`config.mk`:
```
export PLATFORM = sky130hd
export DESIGN_NAME = addr_generator
export DESIGN_NICKNAME = d
export VERILOG_FILES = /design/src/rtl/addr_generator_pkg.sv /design/src/rtl/addr_generator_pc_adder.sv /design/src/rtl/addr_generator.sv
export SDC_FILE = /design/constraint.sdc
export NUM_CORES = 1
export LEC_CHECK = 0
export CORE_MARGIN = 4
export CORE_UTILIZATION = 40
export DETAILED_ROUTE_END_ITERATION = 10
export GPL_TIMING_DRIVEN = 0
export PLACE_DENSITY = 0.86
export SLEW_MARGIN = 30
export SYNTH_ARGS = -nofsm -noshare
export SYNTH_HDL_FRONTEND = slang
export SYNTH_HIERARCHICAL = 1
export SYNTH_SLANG_ARGS = --single-unit
```
`constraint.sdc`:
```
create_clock -name clk -period 4.7 [get_ports clk]
set_input_delay 0.705 -clock clk [delete_from_list [all_inputs] [get_ports clk]]
set_output_delay 0.705 -clock clk [all_outputs]
set_load 0.05 [all_outputs]
```
`src/rtl/addr_generator_pkg.sv`:
```
// ============================================================================
// addr_generator_pkg : shared constants for the instruction-fetch address path
// Revision: 1.0
// ============================================================================
`default_nettype none

package addr_generator_pkg;

  localparam int          ADDR_W        = 32;
  localparam logic [31:0] PC_RESET_ADDR = 32'h0000_0000;

endpackage : addr_generator_pkg

`default_nettype wire

```
`src/rtl/addr_generator_pc_adder.sv`:
```
// ============================================================================
// pc_adder : combinational WIDTH-bit adder producing the sequential fetch address
// Revision: 1.0
// ============================================================================
`default_nettype none

module pc_adder
  import addr_generator_pkg::*;
#(
  parameter int WIDTH = ADDR_W
) (
  input  logic [WIDTH-1:0] pc_i,
  input  logic [WIDTH-1:0] inc_i,
  output logic [WIDTH-1:0] sum_o
);

  // Carry-out is intentionally dropped so the PC wraps modulo 2^WIDTH.
  assign sum_o = pc_i + inc_i;

endmodule : pc_adder

`default_nettype wire

```
`src/rtl/addr_generator.sv`:
```
// ============================================================================
// addr_generator : program counter with sequential/branch next-PC selection
// Revision: 1.0
// ============================================================================
`default_nettype none

module addr_generator
  import addr_generator_pkg::*;
#(
  parameter int               WIDTH      = ADDR_W,
  parameter logic [WIDTH-1:0] RESET_ADDR = WIDTH'(PC_RESET_ADDR)
) (
  input  logic             clk,
  input  logic             rst,
  input  logic [WIDTH-1:0] adr_branch,
  input  logic [WIDTH-1:0] Add_in,
  output logic [WIDTH-1:0] Add_out,
  output logic [WIDTH-1:0] Ins_address,
  input  logic             PCSrc
);

  logic [WIDTH-1:0] pc_q;
  logic [WIDTH-1:0] pc_d;
  logic [WIDTH-1:0] w_seq_addr;

  pc_adder #(
    .WIDTH (WIDTH)
  ) u_pc_adder (
    .pc_i  (pc_q),
    .inc_i (Add_in),
    .sum_o (w_seq_addr)
  );

  always_comb begin
    pc_d = PCSrc ? adr_branch : w_seq_addr;
  end

  // Reset wins over a simultaneous branch request.
  always_ff @(posedge clk) begin
    if (rst) begin
      pc_q <= RESET_ADDR;
    end else begin
      pc_q <= pc_d;
    end
  end

  assign Ins_address = pc_q;
  assign Add_out     = w_seq_addr;

endmodule : addr_generator

`default_nettype wire

```
==> results.ini <==
[critical_path]
ff2ff_path_depth = 11
r2r_start = Ins_address[0]$_SDFF_PP0_
worst-r2r-setup-slack_ps = 1760
crit_chain = clkdlybuf4s50_1 -> ha_1 -> clkbuf_1 -> nand2_1 -> o21ai_0 -> nor3b_1 -> a21oi_1 -> and3_1 -> a41oi_1 -> xnor2_1 -> dlygate4sd2_1
startpoint = Add_in[12]
cp.arrival_ps = 3840
worstSetupPathType = in2out
slowest_delay_ps = 560
startpoint_type = primary input
rr_endpoint = Ins_address[18]$_SDFF_PP0_
crit_end = Add_out[25]
endpoint_kind = primary output
slowest_stage = dlygate4sd2_1
path_max_fanout = 8
cp.required_ps = 3990

[routing]
antenna_left = 0
viasPerCell = 5.40
vias = 3064
route.detailed.drc = 0
detail_route.wirelength_um = 8870
drtIter0Drc = 121
avgRoutedWirePerCell_um = 15.6
dr.pass1.iters = 7

[global_route]
grt_max_degree = 11
grt_pass1_vias = 3076
antenna_found_initial = 0
grt_pass1_wl_um = 14400
grt_usage_pct = 20.3
grt-ovfl-total = 0

[cts]
cts.sinks = 32
clockBufferDepth = 2
clk_latency_ps = 280
htreeDepth = 2
clk_pin_slew_ps = 70
cts_hold_buf = 0
cts_tree = built
cts_buffers = 5
clockRootBuffer = clkbuf_8

[status]
status = finished, final reports clean

[sta]
finalClockSkew_ps = 8.68
hold_viol = 0
final.period_utilization_pct = 96.7
setup_viol = 0
maxSlewHeadroom_pct = 63.6
fmax_ghz = 0.220
grt_setup_unrepaired = no
tightest_slew_ps = 544
finalMaxSlewViolations = 0
fin_setup_tns_ps = 0
min_period_ps = 4540

[cells_and_area]
drive_above_1_share_pct = 7.43
stdcell_count = 567
finalNetCount = 570
area_growth_pct = 51.5
antenna_cells = 0
largest_reg_flops = 32

[floorplan]
pin_count = 131
rows = 30
die_area_mm2 = 0.00863
coreArea_mm2 = 0.00691
die_h_um = 92.9
start_util_pct = 41.8
die_width_um = 92.9

[placed_design]
dp_hpwl_um = 7240
place_congestion = 0.859
io_buffers = 129
dp.cells = 560

[synth]
syn-num-nets = 434
synthCells = 335
ys_warn_count = 6
synth-seq-cells = 32
synth.distinct_cells = 55
syn_area_per_cell_um2 = 8.61
yosysSeqAreaShare_pct = 22.2
async_flop_share_pct = 0
synth_flop_cell = dfxtp_1
synth_enable_flop_cells = 0
netlist_area_mm2 = 0.00288

[power]
power_leakage_nw = 1.97
power_density_mw_per_mm2 = 460
vdd_drop_max_mv = 0.319
power_mw = 2.01

[worst_hold_path]
hold_class = reg2reg

[flow_run]
cap_violations = 0

[synth_stat cells, types with 2 or more instances]
| cell type | number | area, um^2 |
|---|---|---|
| o21bai_1 | 3 | 22.5 |
| nor3_1 | 4 | 20.0 |
| nand2_1 | 16 | 60.1 |
| dfxtp_1 | 32 | 641 |
| inv_1 | 7 | 26.3 |
| clkbuf_1 | 8 | 30.0 |
| ha_1 | 31 | 388 |
| and3_1 | 4 | 25.0 |
| a21o_1 | 12 | 90.1 |
| o21ai_0 | 13 | 65.1 |
| o31ai_1 | 2 | 15.0 |
| buf_6 | 2 | 22.5 |
| a21oi_1 | 26 | 130 |
| a211oi_1 | 2 | 15.0 |
| and2_1 | 2 | 12.5 |
| nor2b_1 | 2 | 12.5 |
| xor2_1 | 12 | 105 |
| nor2_1 | 50 | 188 |
| a31o_2 | 2 | 17.5 |
| a32oi_1 | 2 | 17.5 |
| o21a_1 | 3 | 22.5 |
| buf_12 | 3 | 60.1 |
| nand4_1 | 8 | 50.1 |
| xnor2_1 | 18 | 158 |
| buf_2 | 3 | 15.0 |
| a311oi_2 | 2 | 30.0 |
| mux2i_1 | 32 | 320 |
| nand3_1 | 5 | 25.0 |
| a31oi_1 | 3 | 18.8 |
[critical path, delay by kind of cell]
kind	cells	cell delay [ps]
adder cells (fa/ha/maj)	1	270
buffers and inverters	3	1270
AND/OR/NAND/NOR	3	510
XOR/XNOR	1	270
AO/OA/AOI/OAI	3	800
[power by group]
part	leakage, nW	switching [mW]	internal (mW)
clock	0.0503	0.106	0.131
combinational	1.65	0.944	0.490
sequential	0.267	0.0254	0.314
[cell usage in the layout, fill, tap and decap left out, types with 7 or more instances in the layout]
| cell type | synthesis | routed |
|---|---|---|
| o21ai_0 | 13 | 13 |
| mux2i_1 | 32 | 32 |
| nand4_1 | 8 | 8 |
| ha_1 | 31 | 31 |
| xor2_1 | 12 | 12 |
| dlygate4sd2_1 | 0 | 7 |
| clkbuf_8 | 0 | 7 |
| nor2_1 | 50 | 50 |
| a21oi_1 | 26 | 26 |
| nand2_1 | 16 | 16 |
| clkdlybuf4s50_1 | 0 | 111 |
| dfxtp_1 | 32 | 32 |
| clkbuf_1 | 8 | 8 |
| xnor2_1 | 18 | 18 |
| inv_1 | 7 | 7 |
| a21o_1 | 12 | 12 |
[worst min path at each step]
stage / startpoint / end / slack, ps / cells past startpoint
4_1_cts: Ins_address[0]$_SDFF_PP0_ / Ins_address[0]$_SDFF_PP0_ / 690 / 3
6_report: Ins_address[0]$_SDFF_PP0_ / Ins_address[0]$_SDFF_PP0_ / 670 / 3
2_1_floorplan: rst / Ins_address[30]$_SDFF_PP0_ / 780 / 1
3_5_place_dp: Ins_address[0]$_SDFF_PP0_ / Ins_address[0]$_SDFF_PP0_ / 670 / 3
5_1_grt: Ins_address[0]$_SDFF_PP0_ / Ins_address[0]$_SDFF_PP0_ / 730 / 3
3_3_place_gp: Ins_address[0]$_SDFF_PP0_ / Ins_address[0]$_SDFF_PP0_ / 620 / 3
[timing repair]
action / in CTS / in global routing
buffers inserted: 0 / 0
gates resized for setup: 13 / 18
setup endpoints to repair: 13 / 13
gates cloned: 0 / 0
[cells by family after synthesis]
logic type / count (synthesis) / share of synthesized area, %
fa+ha+maj: 32 / 14.1
compound gates: 89 / 22.6
simple gates: 97 / 15.5
flops: 32 / 22.2
xor+xnor: 30 / 9.11
mux: 32 / 11.1
buf+inv: 23 / 5.34
[cell type report]
type | count | area, um^2
plain buffers | 16 | 128
clock buffers | 7 | 96.3
fillers | 631 | 2540
inverters | 7 | 26.3
multi-input cells | 280 | 2090
flip-flops and latches | 32 | 641
well taps | 96 | 120
repair buffers | 129 | 1260
[layer usage]
layer  up-vias  wire length (um)  GRT usage, %
met3        12               537          2.68
met4         0               164          6.35
met5         -                 0             0
li1       1497                 -             -
met1      1423              3800          25.4
met2       132              4370          35.9
[through the flow]
stage / area, um^2 / hold slack, ps / setup WS (ps) / utilization (%)
floorplan: 2880 / 777 / 639 / -
global placement: 4300 / 619 / -256 / 62.2
detailed placement: 4300 / 669 / -226 / 62.2
CTS: 4380 / 691 / 60.7 / 63.4
global route: 4370 / 734 / 12.7 / 63.3
finish: 4370 / 675 / 157 / 63.3
Power figures use the tool's default switching activity.
